File: src/rtl/div_unit_pkg.sv
// Shared types and default sizing for the iterative divider.
package div_unit_pkg;

    localparam int DIV_DATA_W = 32;
    localparam int DIV_CNT_W  = 6;

    typedef enum logic [1:0] {
        DIV_IDLE = 2'd0,
        DIV_BUSY = 2'd1,
        DIV_DONE = 2'd2
    } div_state_e;

endpackage

File: src/rtl/div_unit.sv
// Radix-2 restoring divider for DIV.W/MOD.W/DIV.WU/MOD.WU: one quotient bit per clock on
// operand magnitudes, sign fix-up applied as the result register is loaded.
module div_unit
    import div_unit_pkg::*;
#(
    parameter int DATA_W = DIV_DATA_W,
    parameter int CNT_W  = DIV_CNT_W
) (
    input  logic                  clk,
    input  logic                  rst_n,
    input  logic                  div_start_i,
    input  logic                  div_signed_i,
    input  logic [DATA_W-1:0]     div_data1_i,
    input  logic [DATA_W-1:0]     div_data2_i,
    output logic [2*DATA_W-1:0]   div_result_o,
    output logic                  div_done_o
);

    // Two's-complement negate when neg is set; also serves as abs() on signed operands.
    function automatic logic [DATA_W-1:0] cond_neg(input logic [DATA_W-1:0] v, input logic neg);
        logic [DATA_W-1:0] r;
        if (neg) begin
            r = ~v + {{(DATA_W-1){1'b0}}, 1'b1};
        end else begin
            r = v;
        end
        return r;
    endfunction

    div_state_e             state_q, state_d;
    logic [CNT_W-1:0]       cnt_q, cnt_d;
    logic [DATA_W-1:0]      rem_q, rem_d;
    logic [DATA_W-1:0]      dvd_q, dvd_d;
    logic [DATA_W-1:0]      dsr_q, dsr_d;
    logic                   q_neg_q, q_neg_d;
    logic                   r_neg_q, r_neg_d;
    logic [2*DATA_W-1:0]    result_q, result_d;
    logic                   done_q, done_d;

    logic [DATA_W:0]        rem_sh_s;
    logic [DATA_W:0]        trial_s;
    logic                   no_borrow_s;
    logic [DATA_W-1:0]      rem_step_s;
    logic [DATA_W-1:0]      dvd_step_s;

    // One restoring step: a set top bit of the trial means the divisor did not fit.
    assign rem_sh_s    = {rem_q, dvd_q[DATA_W-1]};
    assign trial_s     = rem_sh_s - {1'b0, dsr_q};
    assign no_borrow_s = ~trial_s[DATA_W];
    assign rem_step_s  = no_borrow_s ? trial_s[DATA_W-1:0] : rem_sh_s[DATA_W-1:0];
    assign dvd_step_s  = {dvd_q[DATA_W-2:0], no_borrow_s};

    // Next-state and datapath update for the IDLE/BUSY/DONE sequence.
    always_comb begin
        state_d  = state_q;
        cnt_d    = cnt_q;
        rem_d    = rem_q;
        dvd_d    = dvd_q;
        dsr_d    = dsr_q;
        q_neg_d  = q_neg_q;
        r_neg_d  = r_neg_q;
        result_d = result_q;
        done_d   = 1'b0;
        case (state_q)
            DIV_IDLE: begin
                if (div_start_i) begin
                    dvd_d   = cond_neg(div_data1_i, div_signed_i & div_data1_i[DATA_W-1]);
                    dsr_d   = cond_neg(div_data2_i, div_signed_i & div_data2_i[DATA_W-1]);
                    q_neg_d = div_signed_i & (div_data1_i[DATA_W-1] ^ div_data2_i[DATA_W-1]);
                    r_neg_d = div_signed_i & div_data1_i[DATA_W-1];
                    rem_d   = {DATA_W{1'b0}};
                    cnt_d   = CNT_W'(DATA_W);
                    if (div_data2_i == {DATA_W{1'b0}}) begin
                        // Divide by zero bypasses the iteration entirely.
                        state_d  = DIV_DONE;
                        done_d   = 1'b1;
                        result_d = {div_data1_i, {DATA_W{1'b1}}};
                    end else begin
                        state_d = DIV_BUSY;
                    end
                end else begin
                    state_d = DIV_IDLE;
                end
            end
            DIV_BUSY: begin
                if (!div_start_i) begin
                    state_d = DIV_IDLE;
                end else begin
                    rem_d = rem_step_s;
                    dvd_d = dvd_step_s;
                    cnt_d = cnt_q - CNT_W'(1);
                    if (cnt_q == CNT_W'(1)) begin
                        state_d  = DIV_DONE;
                        done_d   = 1'b1;
                        result_d = {cond_neg(rem_step_s, r_neg_q), cond_neg(dvd_step_s, q_neg_q)};
                    end else begin
                        state_d = DIV_BUSY;
                    end
                end
            end
            DIV_DONE: begin
                state_d = DIV_IDLE;
            end
            default: begin
                state_d = DIV_IDLE;
            end
        endcase
    end

    // State register.
    always_ff @(posedge clk or negedge rst_n) begin
        if (!rst_n) begin
            state_q <= DIV_IDLE;
        end else begin
            state_q <= state_d;
        end
    end

    // Working registers and registered outputs.
    always_ff @(posedge clk or negedge rst_n) begin
        if (!rst_n) begin
            cnt_q    <= {CNT_W{1'b0}};
            rem_q    <= {DATA_W{1'b0}};
            dvd_q    <= {DATA_W{1'b0}};
            dsr_q    <= {DATA_W{1'b0}};
            q_neg_q  <= 1'b0;
            r_neg_q  <= 1'b0;
            result_q <= {(2*DATA_W){1'b0}};
            done_q   <= 1'b0;
        end else begin
            cnt_q    <= cnt_d;
            rem_q    <= rem_d;
            dvd_q    <= dvd_d;
            dsr_q    <= dsr_d;
            q_neg_q  <= q_neg_d;
            r_neg_q  <= r_neg_d;
            result_q <= result_d;
            done_q   <= done_d;
        end
    end

    assign div_result_o = result_q;
    assign div_done_o   = done_q;

endmodule

File: config.mk
export PLATFORM = sky130hd
export DESIGN_NAME = div_unit
export DESIGN_NICKNAME = d
export VERILOG_FILES = /design/src/rtl/div_unit_pkg.sv /design/src/rtl/div_unit.sv
export SDC_FILE = /design/constraint.sdc
export NUM_CORES = 1
export LEC_CHECK = 0
export BUFFER_PORTS_ARGS = -buffer_cell sky130_fd_sc_hd__buf_2
export CAP_MARGIN = 15
export CORE_MARGIN = 4
export CORE_UTILIZATION = 57
export DETAILED_ROUTE_END_ITERATION = 10
export GPL_TIMING_DRIVEN = 0
export MAX_ROUTING_LAYER = met4
export PLACE_DENSITY = 0.83
export SETUP_SLACK_MARGIN = 0.3
export SYNTH_ARGS = -nofsm -noshare
export SYNTH_HDL_FRONTEND = slang
export SYNTH_SLANG_ARGS = --single-unit
File: constraint.sdc
create_clock -name clk -period 5.8 [get_ports clk]
set_clock_uncertainty 0.05 [all_clocks]
set_input_delay 1.16 -clock clk [delete_from_list [all_inputs] [get_ports clk]]
set_output_delay 1.16 -clock clk [all_outputs]
set_load 0.02 [all_outputs]
== Yosys cells after proc, flatten, opt, wreduce, memory -nomap -nowiden ==
Cells that the tools add are included.
Storage, ports and cells
  RAM bits: 0
  logic and storage cells: 65
  memory bits (read-only): 0
  memories kept: 0
  output and inout port bits: 65
  bits in latches: 0
  register bits: 171
  bits of input ports: 68
Cells by class
  magnitude comparators: 0
  shifts and indexed selects: 0
  multiply operators: 0
  reductions and logical operators: 6
  equality and inequality tests: 6
  $add $sub $neg: 6
  div/mod/pow operators: 0
  multiplexer cells: 29
  bitwise operators: 9
Operator list (number)
  $mux W32: 9
  $mux W64: 4
  $add A32 B1 Y32 const B: 4
  $not A32 Y32: 4
  $pmux W32 S2: 2
  $pmux W64 S2: 1
  $sub A33 B32 Y33: 1
  $logic_not A32 Y1: 1
  $mux W6: 2
  $pmux W6 S2: 1
  $mux W2: 4
  $ne A2 B2 Y1 const B: 4
  $eq A6 B1 Y1 const B: 1
  $sub A6 B1 Y6 const B: 1
  $reduce_and A5 Y1: 1
  $mux W1: 4
  $pmux W2 S2: 1
  $and A1 B1 Y1: 3
  $reduce_and A3 Y1: 1
  $eq A2 B1 Y1 const B: 1
  $logic_not A2 Y1: 1
  $pmux W1 S2: 1
  $reduce_and A2 Y1: 1
  $reduce_bool A2 Y1: 1
  other kinds (2): 2

== Longest topological paths before layout ==
Gate-level depths: netlist of run 1.
  depth in word-level cells: 8
  depth in mapped cells: 22
  depth with buffers taken out: 19

== Least setup slack after synthesis of run 1 ==
No wires, ideal clock.
  kind: register -> register
  from: register dvd_q[31]
  to: register result_q[60], in the netlist div_result_o[60]
  cell stages (with the launch flop): 22
  data required time: 5617 ps
  setup slack: 992 ps
  arrival: 4625 ps
  cells stage by stage: dfrtp_1 inv_1 ha_1 fa_1 nand2b_1 a21o_1 a2111oi_2 or2_1 o21ai_0 o211a_1 inv_1 buf_1 buf_1 nor2_1 a21oi_1 ha_1 nand2_1 mux2_2 or4_1 nor4_1 nor3_1 nand4b_1
Between the ends
  cells in the longest elaborated chain, start to end: 8
Ends and longest elaborated chain
  from (decl): RTL line div_unit.sv:33  | logic [DATA_W-1:0] dvd_q, dvd_d;
  from (signal assigned): RTL line div_unit.sv:124  | dvd_q <= {DATA_W{1'b0}};
  from (signal assigned): RTL line div_unit.sv:133  | dvd_q <= dvd_d;
  $sub A33 B32 Y33: RTL line div_unit.sv:48  | assign trial_s = rem_sh_s - {1'b0, dsr_q};
  $mux W32 (*): RTL line div_unit.sv:50  | assign rem_step_s = no_borrow_s ? trial_s[DATA_W-1:0] : rem_sh_s[DATA_W-1:0];
  $not A32 Y32: RTL line div_unit.sv:23  | r = ~v + {{(DATA_W-1){1'b0}}, 1'b1};
  $add A32 B1 Y32: RTL line div_unit.sv:23
  $mux W32 (*): RTL line div_unit.sv:22  | if (neg) begin
  $mux W64 (*): RTL line div_unit.sv:92  | if (cnt_q == CNT_W'(1)) begin
  $mux W64 (*): RTL line div_unit.sv:86  | if (!div_start_i) begin
  $pmux W64 S2 (*): RTL line div_unit.sv:64  | case (state_q)
  to (signal assigned): RTL line div_unit.sv:128  | result_q <= {(2*DATA_W){1'b0}};
  to (signal assigned): RTL line div_unit.sv:137  | result_q <= result_d;
  to (decl): RTL line div_unit.sv:37  | logic [2*DATA_W-1:0] result_q, result_d;
Every way passes the cells marked *; elsewhere a longest branch is shown, timed or not. The select of a mux whose other input is x is not followed.
A chain may end at the register's enable or synchronous reset.

== Final worst setup path of run 1 ==
Ends and elaborated chain as after synthesis.

==> impl_metrics.csv, run 1 <==
group,metric,value,unit
route,drt-initial-drc-count,1437,
final_layout,multi_input_area,0.00764,mm2
grt,grt_pass1_wl,62.6,mm
final_layout,final_common_cell,"nor2_1",
die,coreArea,0.0213,mm2
clock_network,clockRootBuffer,"clkbuf_16",
sta,finalCriticalPeriod,5.35,ns
final_layout,final-seq-area,0.00428,mm2
route,wl_per_cell,19.7,um
critical_path,reg2reg_to,"div_result_o[60]$_DFFE_PN0P_",
synth,syn-mean-instance-area,8.03,um2
critical_path,crit_fanout,10,
synth,ys.flop_type,"dfrtp_1",
placed_design,dp_hpwl,30.1,mm
clock_network,cts_tree,"done",
final_layout,final_cell_area,0.0142,mm2
critical_path,cp-end-kind,"register",
sta,setup_ws,0.453,ns
placed_design,gp_congestion,0.956,
critical_path,crit_chain,"inv_1, ha_1, fa_1, nand2b_1, a21o_1, a2111oi_4, or2_4, o2111a_1, o211a_1, inv_2, buf_4, buf_4, mux2_2, ha_1, nand2_1, mux2_2, or4_1, nor4_2, nor3_1, nand4b_1",
grt,grt_pass1_vias,12100,
critical_path,crit_required,6.08,ns
hold_path,hold_depth,1,
grt,antenna_found_initial,0,
sta,slew_viol_final,0,
power_and_ir_drop,powerDensity,337,mW/mm2
clock_network,hold_buffers,0,
clock_network,cts_buffers,17,
grt,grt-ovfl-total,0,
clock_network,htree_levels,4,
route,viasPerCell,6.27,
synth,synth-seq-cells,171,
route,wl,39.3,mm
route,drc_errors,0,
sta,period_share,92.2,%
placed_design,postPlaceCellArea,0.0135,mm2
final_layout,final_cells,1995,
clock_network,cts.path.max_buffers,2,
sta,relSlewSlack,41.6,%
synth,synth_edf_count,0,
die,ioPinCount,133,
critical_path,cpPeakStageDelay,0.62,ns
placed_design,dpl_worst_slack,-0.311,ns
critical_path,crit_slowest_cell,"or4_1",
critical_path,reg2reg_slack,0.45,ns
sta,worst_slew_pin_slew,0.872,ns
die,core.rowCount,53,
sta,setup_viol,0,
critical_path,rr_startpoint,"dvd_q[31]$_DFFE_PN0P_",
die,die_h,156,um
critical_path,r2r_cells,20,
clock_network,insertion_delay,0.44,ns
critical_path,crit_buf_inv,4,
route,routed-via-count,12500,
critical_path,criticalPathCategory,"reg2reg",
final_layout,fillers,1783,
critical_path,cp.arrival,5.62,ns
sta,fmax,187,MHz
critical_path,startpoint_type,"register",
synth,syn-cell-area,0.0125,mm2
job,cap_violations,0,
sta,rsz0062_at_grt,"false",
power_and_ir_drop,leakage,6.26,nW
synth,synthesis.nets,1659,
synth,ys_seq_area_share,34.3,%
hold_path,hp-class,"reg2reg",
final_layout,fin_util,66.5,%
power_and_ir_drop,ir_drop,0.144,mV
placed_design,dp.cells,1960,
final_layout,area_growth,13.5,%
clock_network,clock-sinks,171,
placed_design,io_buffers,132,
clock_network,cts_setup_buffers,0,
die,start_util,58.6,%
route,dr.pass1.iters,6,
hold_path,hold_path_end,"div_result_o[50]$_DFFE_PN0P_",
grt,grt_use_total,33.1,%
final_layout,drive_gt1_share,13.0,%
grt,grt_max_degree,90,
synth,synth_warnings,0,
final_layout,layout_common_cells,"nor2_1, dfrtp_1, a21oi_1, nand2_1, buf_2",
die,die-area,0.0243,mm2
die,dieWidth,156,um
route,ant_nets,0,
final_layout,nNetsFinal,1811,
power_and_ir_drop,power,0.00477,W
sta,finalHoldViolations,0,
critical_path,critPathTopFamily,"simple AND/OR/NAND/NOR gates",
synth,async_flop_share,100,%
synth,synth.distinct_cells,77,
synth,syn_inst,1552,
outcome,status,"finished clean",
hold_path,min_from,"div_result_o[50]$_DFFE_PN0P_",
clock_network,clkTransAtPathRegs,0.08,ns
## worst max-delay path by stage
stage	startpoint	endpoint	slack [ns]	cells after the start
after floorplan	dvd_q[31]$_DFFE_PN0P_	div_result_o[60]$_DFFE_PN0P_	0.99	21
after global placement	dvd_q[31]$_DFFE_PN0P_	div_result_o[60]$_DFFE_PN0P_	-0.25	21
after detailed placement	dvd_q[31]$_DFFE_PN0P_	div_result_o[60]$_DFFE_PN0P_	-0.31	21
after CTS	dvd_q[31]$_DFFE_PN0P_	div_result_o[60]$_DFFE_PN0P_	0.32	20
after global routing	dvd_q[31]$_DFFE_PN0P_	div_result_o[60]$_DFFE_PN0P_	0.31	20
final	dvd_q[31]$_DFFE_PN0P_	div_result_o[60]$_DFFE_PN0P_	0.45	20
## metal layers
| metal | track usage, % | share of wire [%] | vias to the layer above |
|---|---|---|---|
| met5 | - | 0 | - |
| met2 | 53.8 | 47 | 727 |
| met3 | 4.27 | 9.0 | 157 |
| li1 | - | - | 5846 |
| met4 | 15.8 | 5.2 | 0 |
| met1 | 40.9 | 39 | 5784 |
## sequential cells by signal (all words and copies together), names as in the netlist
name	flops
div_result_o	64
dsr_q	32
dvd_q	32
rem_q	32
cnt_q	6
state_q	2
div_done_o	1
q_neg_q	1
r_neg_q	1
## kinds of logic after synthesis
family	count (synthesis)	share of synthesized area, %
xor gates and xnor gates	129	9.06
adders and majority gates	39	3.97
buffers and inverters	145	4.63
AOI/OAI and AO/OA	478	23.9
DFF	171	34.3
muxes	49	4.07
and+or+nand+nor	541	20.0
## worst reg2reg max path: stages, from the launching register on
cell and delay, ns:
dfrtp_2 0.43, inv_1 0.08, ha_1 0.25, fa_1 0.42, nand2b_1 0.22, a21o_1 0.25, a2111oi_4 0.36, or2_4 0.22
o2111a_1 0.18, o211a_1 0.20, inv_2 0.10, buf_4 0.20, buf_4 0.21, mux2_2 0.28, ha_1 0.22, nand2_1 0.07
mux2_2 0.34, or4_1 0.62, nor4_2 0.30, nor3_1 0.07, nand4b_1 0.17
## repair_timing
| item | 4_1_cts | 5_1_grt |
|---|---|---|
| hold endpoints to repair | 0 | 0 |
| setup endpoints to repair | 21 | 14 |
| gates resized for setup | 6 | 5 |
## through the flow
step | setup TNS (ns) | hold WS (ns)
2_1_floorplan | 0 | 0.416
3_3_place_gp | -1.34 | 0.415
3_5_place_dp | -2.18 | 0.429
4_1_cts | 0 | 0.445
5_1_grt | 0 | 0.463
6_report | 0 | 0.441
## cell type report
cell class                 count  share of cell area [%]
clock buffer                  17                    3.01
inverter                      51                    1.35
sequential                   171                    30.2
buffer                        94                    2.78
antenna                        3                  0.0530
tap                          275                    2.43
multi-input combinational   1236                    54.0
timing repair buffer         133                    4.93
clock inverter                15                    1.22
## where the power goes
group | internal, W | total [W] | switching (W)
sequential | 0.00152 | 0.00177 | 0.000253
clock | 0.000616 | 0.00119 | 0.000572
combinational | 0.000655 | 0.00181 | 0.00115
total | 0.00279 | 0.00477 | 0.00198
## synth_stat cells (all sizes together) (16+ instances only)
master,n,area [um2]
o41ai,18,180
xor2,72,631
nand3,33,165
o21ai,146,731
nand2,156,586
mux2i,38,380
a21oi,161,813
xnor2,57,499
a21o,18,135
nor3,46,230
and3,20,125
nor2,176,661
o31ai,23,183
a31oi,27,169
dfrtp,171,4280
and2,16,100
ha,38,475
inv,51,191
or3,20,125
buf,19,104
clkbuf,75,282
Power figures use the tool's default switching activity.
==> inputs of run 2 (changes only) <==
CORE_UTILIZATION = 39   (was 57)
PLACE_DENSITY = 0.62   (was 0.83)
==> impl_metrics.csv, run 2 (synthesized netlist as in run 1, its figures left out) <==
group,metric,value,unit
outcome,status,"finished clean",
sta,relSlewSlack,36.6,%
final_layout,final_common_cell,"nor2_1",
clock_network,clkTransAtPathRegs,0.08,ns
power_and_ir_drop,powerDensity,333,mW/mm2
critical_path,startpoint_type,"register",
die,dieWidth,187,um
sta,finalHoldViolations,0,
die,die_h,187,um
final_layout,layout_common_cells,"nor2_1, dfrtp_1, a21oi_1, nand2_1, buf_2",
clock_network,cts_tree,"done",
clock_network,insertion_delay,0.45,ns
critical_path,startpoint,"dvd_q[31]$_DFFE_PN0P_",
die,core.rowCount,65,
sta,setup_ws,0.506,ns
power_and_ir_drop,combPwrFrac,37.7,%
route,viasPerCell,5.65,
die,start_util,39.5,%
clock_network,cts_resized,8,
grt,grt_use_total,23.9,%
sta,worst_slew_pin_slew,0.947,ns
route,wl,41.3,mm
grt,grt_max_degree,101,
sta,slew_viol_final,0,
placed_design,dp_hpwl,32.5,mm
critical_path,cpPeakStageDelay,0.44,ns
critical_path,reg2reg_slack,0.51,ns
final_layout,fin_util,45.5,%
power_and_ir_drop,ir_drop,0.219,mV
sta,fmax,189,MHz
route,routed-via-count,12000,
power_and_ir_drop,pwr-share-seq,37.2,%
hold_path,hold_depth,2,
critical_path,rr_startpoint,"dvd_q[31]$_DFFE_PN0P_",
critical_path,cp.arrival,5.55,ns
power_and_ir_drop,p_int,0.00277,W
die,die-area,0.0349,mm2
power_and_ir_drop,switchingPower,0.00201,W
final_layout,area_growth,15.2,%
clock_network,clock-sinks,171,
route,drt-initial-drc-count,1086,
hold_path,hp-class,"reg2reg",
route,dr.pass1.iters,5,
sta,rsz0062_at_grt,"false",
die,coreArea,0.0316,mm2
grt,grt-ovfl-total,0,
final_layout,drive_gt1_share,13.5,%
hold_path,min_from,"div_result_o[32]$_DFFE_PN0P_",
critical_path,reg2reg_to,"div_result_o[56]$_DFFE_PN0P_",
critical_path,crit_slowest_cell,"dfrtp_2",
clock_network,hold_buffers,0,
route,ant_nets,0,
power_and_ir_drop,leakage,6.29,nW
route,drc_errors,0,
final_layout,nNetsFinal,1811,
sta,setup_viol,0,
die,ioPinCount,133,
clock_network,clockRootBuffer,"clkbuf_16",
critical_path,cp-end-kind,"register",
placed_design,gp_congestion,0.883,
critical_path,crit_chain,"inv_1, ha_1, fa_1, nand2b_1, a21o_1, a2111oi_4, or2_4, o2111a_1, o211a_1, inv_2, buf_4, buf_4, mux2_2, ha_1, nand2_1, mux2_2, or3_4, o41ai_2, xnor2_1, o22ai_1",
critical_path,crit_required,6.05,ns
route,wl_per_cell,19.5,um
clock_network,htree_levels,4,
grt,grt_pass1_wl,64.8,mm
critical_path,r2r_cells,20,
sta,period_share,91.3,%
critical_path,crit_fanout,10,
clock_network,cts_setup_buffers,0,
placed_design,dpl_worst_slack,-0.575,ns
clock_network,cts_buffers,17,
final_layout,largest_reg_flops,64,
grt,grt_pass1_vias,11600,
sta,finalCriticalPeriod,5.29,ns
job,cap_violations,0,
grt,antenna_found_initial,0,
power_and_ir_drop,sw_frac_of_total,42.1,%
sta,hold_slack,0.443,ns
placed_design,io_buffers,132,
clock_network,cts.path.max_buffers,2,
power_and_ir_drop,power.clock.fraction,25.1,%
hold_path,hold_path_end,"div_result_o[32]$_DFFE_PN0P_",
critical_path,criticalPathCategory,"reg2reg",
==> run 2: cell count changes in the layout (fill, tap and decap cells not counted), sizes merged <==
cell	change
buf	-1
bufinv	-1
clkbuf	+1
clkinv	+1
diode	-1
==> run 2: how the worst max path moves through the flow <==
stage,end,cells after the start,slack [ns]
3_3_place_gp,div_result_o[60]$_DFFE_PN0P_,21,-0.49
3_5_place_dp,div_result_o[60]$_DFFE_PN0P_,21,-0.58
5_1_grt,div_result_o[56]$_DFFE_PN0P_,20,0.31
4_1_cts,div_result_o[60]$_DFFE_PN0P_,20,0.35
6_report,div_result_o[56]$_DFFE_PN0P_,20,0.51
2_1_floorplan,div_result_o[60]$_DFFE_PN0P_,21,0.99
==> run 2: critical path, delay by kind of cell, from the launching register on <==
family / cells / cell delay (ns)
AOI/OAI and AO/OA: 6 / 1.43
xor gates and xnor gates: 1 / 0.21
adders and majority gates: 3 / 0.86
buffers and inverters: 4 / 0.57
DFF: 1 / 0.44
muxes: 2 / 0.64
and+or+nand+nor: 4 / 0.94
==> run 2: power by group through the flow <==
stage / sequential, W / combinational, W / clock [W]
global route: 0.00183 / 0.00200 / 0.00126
detailed placement: 0.00180 / 0.00179 / 0
CTS: 0.00178 / 0.00180 / 0.00121
floorplan: 0.00200 / 0.000941 / 0
global placement: 0.00179 / 0.00176 / 0
finish: 0.00178 / 0.00181 / 0.00120
==> run 2: layout make-up <==
class,count,area [um2]
fillers,3228,17200
multi-input cells,1236,7670
flip-flops and latches,171,4280
repair buffers,133,698
well taps,402,503
clock buffers,17,425
plain buffers,94,399
clock inverters,15,191
inverters,51,191
diodes,2,5.00
==> run 2: routing by layer <==
| metal | global-route usage [%] | vias to the layer above | wire length, um |
|---|---|---|---|
| met3 | 4.36 | 62 | 2740 |
| met5 | - | - | 0 |
| li1 | - | 5866 | - |
| met4 | 6.85 | 0 | 990 |
| met1 | 30.8 | 5644 | 18400 |
| met2 | 38.8 | 414 | 19300 |
==> run 2: through the flow <==
stage	setup TNS, ns	cell area, um2	power (W)	std cells
5_1_grt	0	14400	0.00509	2119
4_1_cts	0	14300	0.00479	2119
3_5_place_dp	-4.80	13700	0.00359	2087
6_report	0	14400	0.00479	2121
3_3_place_gp	-3.71	13600	0.00355	2086
2_1_floorplan	0	12500	0.00294	1552
